<file path="config.mk">
export PLATFORM = sky130hd
export DESIGN_NAME = database_load_controller
export DESIGN_NICKNAME = d
export VERILOG_FILES = /design/src/rtl/database_load_controller.sv
export SDC_FILE = /design/constraint.sdc
export NUM_CORES = 1
export LEC_CHECK = 0
export CAP_MARGIN = 20
export CORE_UTILIZATION = 51
export CTS_CLUSTER_DIAMETER = 40
export DETAILED_ROUTE_END_ITERATION = 10
export PLACE_DENSITY_LB_ADDON = 0.05
export REMOVE_ABC_BUFFERS = 1
export SLEW_MARGIN = 40
export SYNTH_ARGS = -nofsm -noshare
export SYNTH_HDL_FRONTEND = slang
export SYNTH_SLANG_ARGS = --single-unit
</file>
<file path="constraint.sdc">
create_clock -name clk -period 2.77 [get_ports clk]
set_input_delay 0.277 -clock clk [delete_from_list [all_inputs] [get_ports clk]]
set_output_delay 0.277 -clock clk [all_outputs]
set_load 0.005 [all_outputs]
</file>
<file path="src/rtl/database_load_controller.sv">
// Boot-time loader: streams stage ROMs 1..3 in order into the flat parameter store.
// Latency: first read the cycle after start; each word lands ROM_LATENCY cycles after its read.
// Backpressure: none -- ROM latency is fixed and the store accepts one write every cycle.
//
// Ports:
//   clk, reset (async, active-low)
//   i_start                  : request (re)load; honoured only in IDLE or DONE
//   o_busy / o_load_done     : load in progress / whole database valid (level)
//   o_stage_done[2:0]        : sticky per-stage done, [0] = stage 1
//   o_rom_sel/ren/addr       : stage ROM select, read enable, word address
//   i_rom_data               : ROM read data, ROM_LATENCY cycles after o_rom_ren
//   o_wen/o_waddr/o_wdata    : parameter-store write port
module database_load_controller #(
  parameter int ADDR_WIDTH               = 10,
  parameter int DATA_WIDTH_12            = 12,
  parameter int DATA_WIDTH_16            = 16,
  parameter int NUM_PARAM_PER_CLASSIFIER = 19,
  parameter int NUM_STAGE_THRESHOLD      = 3,
  parameter int NUM_CLASSIFIERS_STAGE_1  = 10,
  parameter int NUM_CLASSIFIERS_STAGE_2  = 10,
  parameter int NUM_CLASSIFIERS_STAGE_3  = 10,
  parameter int ROM_LATENCY              = 2
) (
  input  logic                     clk,
  input  logic                     reset,
  input  logic                     i_start,
  output logic                     o_busy,
  output logic                     o_load_done,
  output logic [2:0]               o_stage_done,
  output logic [1:0]               o_rom_sel,
  output logic                     o_rom_ren,
  output logic [ADDR_WIDTH-1:0]    o_rom_addr,
  input  logic [DATA_WIDTH_16-1:0] i_rom_data,
  output logic                     o_wen,
  output logic [DATA_WIDTH_12-1:0] o_waddr,
  output logic [DATA_WIDTH_16-1:0] o_wdata
);

  localparam int SIZE_STAGE_1 = NUM_CLASSIFIERS_STAGE_1 * NUM_PARAM_PER_CLASSIFIER + NUM_STAGE_THRESHOLD;
  localparam int SIZE_STAGE_2 = NUM_CLASSIFIERS_STAGE_2 * NUM_PARAM_PER_CLASSIFIER + NUM_STAGE_THRESHOLD;
  localparam int SIZE_STAGE_3 = NUM_CLASSIFIERS_STAGE_3 * NUM_PARAM_PER_CLASSIFIER + NUM_STAGE_THRESHOLD;
  localparam int TOTAL_SIZE   = SIZE_STAGE_1 + SIZE_STAGE_2 + SIZE_STAGE_3;

  localparam logic [ADDR_WIDTH-1:0] LAST_1 = ADDR_WIDTH'(SIZE_STAGE_1 - 1);
  localparam logic [ADDR_WIDTH-1:0] LAST_2 = ADDR_WIDTH'(SIZE_STAGE_2 - 1);
  localparam logic [ADDR_WIDTH-1:0] LAST_3 = ADDR_WIDTH'(SIZE_STAGE_3 - 1);

  typedef enum logic [1:0] {IDLE, ISSUE, DRAIN, DONE} state_t;

  state_t                  state;
  state_t                  nxt_state;
  logic                    nxt_ren;
  logic [1:0]              nxt_sel;
  logic [ADDR_WIDTH-1:0]   nxt_addr;
  logic                    nxt_last;
  logic                    start_ok;

  // Reads in flight. Stage 0 is loaded together with o_rom_ren, so stage
  // ROM_LATENCY-1 is valid exactly when i_rom_data is ready to be captured.
  logic [ROM_LATENCY-1:0]  pipe_vld;
  logic [ROM_LATENCY-1:0]  pipe_last;
  logic [1:0]              pipe_sel [ROM_LATENCY];

  logic [DATA_WIDTH_12-1:0] wcnt;
  logic                     wr_last;
  logic [1:0]               wr_sel;

  function automatic logic [ADDR_WIDTH-1:0] stage_last(input logic [1:0] sel);
    case (sel)
      2'd0:    return LAST_1;
      2'd1:    return LAST_2;
      default: return LAST_3;
    endcase
  endfunction

  // Next read request: address walks each stage, then hops to the next ROM.
  always_comb begin
    nxt_state = state;
    nxt_ren   = 1'b0;
    nxt_sel   = o_rom_sel;
    nxt_addr  = o_rom_addr;
    start_ok  = i_start && (state == IDLE || state == DONE);
    case (state)
      IDLE, DONE: begin
        if (i_start) begin
          nxt_state = ISSUE;
          nxt_ren   = 1'b1;
          nxt_sel   = 2'd0;
          nxt_addr  = '0;
        end
      end
      ISSUE: begin
        if (o_rom_addr == stage_last(o_rom_sel)) begin
          if (o_rom_sel == 2'd2) begin
            nxt_state = DRAIN;
          end else begin
            nxt_ren  = 1'b1;
            nxt_sel  = o_rom_sel + 2'd1;
            nxt_addr = '0;
          end
        end else begin
          nxt_ren  = 1'b1;
          nxt_addr = o_rom_addr + 1'b1;
        end
      end
      DRAIN: begin
        if (pipe_vld == '0) nxt_state = DONE;
      end
      default: nxt_state = IDLE;
    endcase
    nxt_last = nxt_ren && (nxt_addr == stage_last(nxt_sel));
  end

  always_ff @(posedge clk or negedge reset) begin
    if (!reset) begin
      state        <= IDLE;
      o_busy       <= 1'b0;
      o_load_done  <= 1'b0;
      o_stage_done <= '0;
      o_rom_sel    <= '0;
      o_rom_ren    <= 1'b0;
      o_rom_addr   <= '0;
      o_wen        <= 1'b0;
      o_waddr      <= '0;
      o_wdata      <= '0;
      pipe_vld     <= '0;
      pipe_last    <= '0;
      for (int i = 0; i < ROM_LATENCY; i++) pipe_sel[i] <= '0;
      wcnt         <= '0;
      wr_last      <= 1'b0;
      wr_sel       <= '0;
    end else begin
      state      <= nxt_state;
      o_rom_ren  <= nxt_ren;
      o_rom_sel  <= nxt_sel;
      o_rom_addr <= nxt_addr;

      pipe_vld[0]  <= nxt_ren;
      pipe_last[0] <= nxt_last;
      pipe_sel[0]  <= nxt_sel;
      for (int i = 1; i < ROM_LATENCY; i++) begin
        pipe_vld[i]  <= pipe_vld[i-1];
        pipe_last[i] <= pipe_last[i-1];
        pipe_sel[i]  <= pipe_sel[i-1];
      end

      // Write stage: capture ROM data as the matching read leaves the pipe.
      o_wen   <= pipe_vld[ROM_LATENCY-1];
      wr_last <= pipe_vld[ROM_LATENCY-1] && pipe_last[ROM_LATENCY-1];
      wr_sel  <= pipe_sel[ROM_LATENCY-1];
      if (pipe_vld[ROM_LATENCY-1]) begin
        o_wdata <= i_rom_data;
        o_waddr <= wcnt;
        wcnt    <= wcnt + 1'b1;
      end

      if (start_ok) begin
        o_busy       <= 1'b1;
        o_load_done  <= 1'b0;
        o_stage_done <= '0;
        wcnt         <= '0;
      end else begin
        // Stage bit rises the cycle after that stage's final word is on the port.
        if (o_wen && wr_last) o_stage_done[wr_sel] <= 1'b1;
        if (state == DRAIN && pipe_vld == '0) begin
          o_busy      <= 1'b0;
          o_load_done <= 1'b1;
        end
      end
    end
  end

endmodule

</file>
# After elaboration in Yosys (flattened, before gate mapping)
# Index checks and enable logic that the tools add are counted.
[totals]
word_cells = 77
out_inout_bits = 47
register_bits = 70
inputBits = 19
[classes]
n_addsub = 3
mux = 28
n_lt_le_gt_ge = 2
n_reduce_logical = 16
n_bitwise = 1
n_eq_ne = 11
[op_table]
columns = ["cell", "count"]
rows = [
  ["two-way mux 10 bit", 4],
  ["two-way mux 12 bit", 2],
  ["one-hot mux 10 bit (2 select lines)", 1],
  ["two-way mux 2 bit", 7],
  ["adder 12 x 1 -> 12 bit, second input constant", 1],
  ["adder 10 x 1 -> 10 bit, second input constant", 1],
  ["equality test 10 bit", 1],
  ["equality test 10 x 8 -> 1 bit, second input constant", 1],
  ["inequality test 2 bit, second input constant", 5],
  ["two-way mux 1 bit", 8],
  ["AND reduction 4 bit", 2],
  ["nonzero test 2 bit", 4],
  ["equality test 2 bit, second input constant", 3],
  ["logical AND 1 bit", 6],
  ["two-way mux 3 bit", 2],
  ["one-hot mux 2 bit (3 select lines)", 1],
  ["logical NOT 2 bit", 2],
  ["one-hot mux 2 bit (2 select lines)", 1],
  ["less-than comparator 2 x 3 -> 1 bit, second input constant", 1],
  ["OR 3 bit", 1],
  ["adder 2 x 1 -> 2 bit, second input constant", 1],
  ["demux 1 bit (select 2 bit)", 1],
  ["equality test 2 x 1 -> 1 bit, second input constant", 1],
  [">= comparator 2 x 1 -> 1 bit, second input constant", 1],
  ["other kinds (3)", 3],
]

# Longest topological paths before layout
[depth]
depth_word = 7
ltp_mapped = 9
mapped_depth_nobuf = 7

# Worst setup path after synthesis
# OpenSTA, ideal clock, no wires.
[synth_timing]
path_type = "reg-to-reg"
from = "reg state[0]"
to = "reg pipe_last[0]"
setup_ps = 94
stages_incl_launch_ff = 8
synth_period_minus_slack_ps = 2411
n_path_buf = 0
arrival_ps = 2317
required_ps = 2676
slack_ps = 359
path_cell_list = "dfrtp_1 > inv_1 > ha_1 > nor2b_4 > or2_2 > a22o_1 > or4b_2 > nor4b_4"
[synth_via]
elab_chain_len = 5
word_cells_on_any_way = 8
cone_classes = "3 x eq/ne; 2 x mux; 3 x reduce/logical"
[synth_lines]
columns = ["element", "line", "source"]
rows = [
  ["from (decl)", "50", "state_t state;"],
  ["from (signal assigned)", "133", "state <= nxt_state;"],
  ["equality test 2 bit or logical NOT 2 bit (tied branches)", "83", "case (state)"],
  ["OR reduction 2 bit", "83", ""],
  ["one-hot mux 10 bit (2 select lines) (*)", "83", ""],
  ["via nxt_addr[4]", "54", "logic [ADDR_WIDTH-1:0] nxt_addr;"],
  ["equality test 10 x 8 -> 1 bit (*)", "111", "nxt_last = nxt_ren && (nxt_addr == stage_last(nxt_sel));"],
  ["logical AND 1 bit (*)", "111", ""],
  ["via nxt_last", "55", "logic nxt_last;"],
  ["to (signal assigned)", "139", "pipe_last[0] <= nxt_last;"],
  ["to (signal, indexed assignment)", "143", "pipe_last[i] <= pipe_last[i-1];"],
  ["to (decl)", "61", "logic [ROM_LATENCY-1:0] pipe_last;"],
]
# The timed path passes the listed nets; every way through them passes the cells marked *.
# A chain may end at the register's enable or synchronous reset.

# Worst setup path after layout
# Ends and elaborated chain as after synthesis.

==> run metrics <==
crit-path cells=inv_1, ha_1, nor2b_4, or2_2, a22o_1, or4b_2, nor4b_4; largest buffer count on any clock path=2; via count=approximately 2,300; Synth Area in Compound Gates=9.62%; # hold bufs at CTS=0; Yosys top cell area share=a little under three fifths; Setup Buffers After CTS=0; largest family of logic cells by synthesized area=simple AND/OR/NAND/NOR gates; average via count per standard cell=5.48; slowest stage cell, crit path=or4b_2; first-pass GRT wire length=between 10 and 15 mm; XOR/XNOR Fraction of Synth Area=3.40%; synthesized cell area=3090 sq um; mux cell area share after synthesis=11.2%; Placed Area=3860 sq um; register area=1730 sq um; Placed Cells=around 400; CTS clk-pin slew, worst paths=80 ps; PD cells=between 900 and 1000 nW/um^2; synth unique cells=48; synth warn=0; total CTS buffers=9; Multi-input gate area=between 1000 and 1500 sq um; Tcrit/Tclk final=between 90% and 100%; WS Path Type=register to register; DR iter-0 viols=105; Fin. Hold Viols=2; Slew HR=around half; CP required=3010 ps; H-Tree Depth=3; remaining global-route overflow=0; initial antenna violation count=0; Final min period=~2600 ps; most frequent cells in the layout=dfrtp_1 (69), clkdlybuf4s50_1 (64), mux2_2 (28); GP Congestion=about 0.86; CP arrival=roughly 2800 ps; P_leak=1.83 nW; Antenna Violating Nets Remaining=0; top_reg_cell synth=dfrtp_1; HPWL reported at the end of detailed placement=4.47 mm; # diodes=0; crit-path max FO=7; layout cells sized above 1=18.2%; final cell count without fillers=422; setup tns final=0 ps; largest net degree at the start of global routing=40; Max-Cap Viols=0; core footprint=around 5900 sq um; Routed Wire Length=roughly 6.4 mm; post-CTS sizing=0; Peak VDD IR=0.590 mV; Worst Max-Slew Pin Slew=726 ps; # rows=28; cell taking the most area after synthesis=dfrtp_1; Die ar.=approximately 6400 sq um; Post-synth EDFFs=0; syn_area_per_cell=11.5 sq um; CP Launch Type=register; Sink Count=69; chip height=79.9 um; Clk Latency, worst-skew pair=330 ps; FF-to-FF setup slack=220 ps; Hold Crit Class=input pin to asynchronous set/reset pin; CP Capture Point=pipe_last[0]; reg2reg start=state[0]; unrepaired setup endpoints after global routing=no; Crit. End Element=register; fraction of registers with async set/reset=100%; top post-synthesis cells by area=dfrtp_1 (56%), mux2_2 (10%), nor2_1 (3.2%); Critical R2R Capture=pipe_last[0]; failing checks=hold timing; crit path from=state[0]; Total GRT Usage=22.1%; CTS tree=built; most common cell after layout, fill and taps aside=dfrtp_1; flops & latches, synth=69; final setup vio count=0; 1st-pass router iterations=4; Post-Synth Adder-Cell Area=2.83%; minimum hold slack=-0.802 ps; area delta synth->final=31.9%; Seq/Total Area, Yosys=55.8%; WL/cell=15.3 um; die width=79.9 um; # fillers=between 400 and 500; Register-to-Register Path Depth=7; FMAX=around 390 MHz; Initial Util=52.6%; vias in the first global route=2,193; I/O pin cnt=66; Final Skew=around 9.5 ps; status=complete, but fails checks; CTS Root Cell=clkbuf_8; fin. max-slew vios=0; post-synthesis simple-gate area fraction=14.2%; port bufs=65; Finished Cell Area=~4100 sq um; drt drc=0; Nets=between 300 and 400; CP max stage delay=650 ps; Gate Count Post-Synth=268
==> metrics by stage <==
| stage | hold WS [ps] | worst slack (ps) | utilization [%] | total power, mW |
|---|---|---|---|---|
| floorplan | -18.6 | 359 | - | 2.33 |
| global placement | 332 | 302 | 65.7 | 3.08 |
| detailed placement | 335 | 233 | 65.7 | 3.11 |
| CTS | 13.7 | 213 | 69.4 | 4.01 |
| global route | 44.8 | 97.6 | 69.4 | 4.25 |
| finish | -0.802 | 218 | 69.4 | 3.99 |
==> report_power, final <==
part	switching, mW	leakage [nW]	internal, mW
registers	0.216	0.895	1.27
logic	0.716	0.830	0.889
clock network	0.363	0.108	0.535
total	1.30	1.83	2.70
==> worst max-delay path: cells and delay by family (launching register included) <==
kind,cells,cell delay (ps)
buffers and inverters,1,60
AO/OA/AOI/OAI,1,250
flip-flops,1,380
AND/OR/NAND/NOR,4,1410
adder cells (fa/ha/maj),1,350
==> synthesized netlist by cell type, types with 4 or more instances <==
cell      instances
a21oi_1           8
a31oi_1           4
and3_1            5
clkbuf_1          5
dfrtp_1          69
ha_1              7
inv_1            10
mux2_2           28
nand2_1          18
nand3_1          10
nor2_1           26
o21ai_0          11
xnor2_1           5
xor2_1            7
==> sequential cells by signal (all words and copies together), names as in the netlist <==
name and cells:
o_wdata 16, wcnt 12, pipe_vld 2, o_wen 1, o_load_done 1, o_rom_addr 10, wr_last 1, pipe_sel 4
o_busy 1, state 2, wr_sel 2, pipe_last 2, o_stage_done 3, o_waddr 12
==> final cells by class <==
cell class,count,area share [%]
flip-flops and latches,69,42.3
multi-input cells,177,31.2
repair buffers,75,18.0
clock buffers,13,3.65
well taps,75,2.30
clock inverters,3,1.69
inverters,10,0.919
==> worst min path at each step <==
| stage | slack, ps | depth (start not counted) | endpoint | start |
|---|---|---|---|---|
| finish | -0.8 | 1 | wcnt[6] | reset |
| global route | 40 | 1 | o_stage_done[0] | reset |
| CTS | 10 | 1 | o_busy | reset |
| global placement | 330 | 0 | wr_sel[0] | pipe_sel[0] |
| detailed placement | 330 | 0 | wr_sel[1] | pipe_sel[1] |
| floorplan | -20 | 0 | o_busy | reset |
==> layer usage <==
metal | track usage (%) | vias to the layer above | routed length, um
li1 | - | 1093 | -
met1 | 30.4 | 1125 | 2950
met2 | 33.7 | 82 | 3090
met3 | 5.37 | 11 | 306
met4 | 8.21 | 0 | 90
met5 | 0 | - | 0
==> kinds of logic (layout without fill, tap and decap cells) <==
kind of cell,count (synthesis),in the layout
and+or+nand+nor,83,83
DFF,69,69
AOI/OAI and AO/OA,44,44
muxes,31,31
buffers and inverters,22,101
xor gates and xnor gates,12,12
adders and majority gates,7,7
Note: power is estimated with default switching activity, not from simulation.
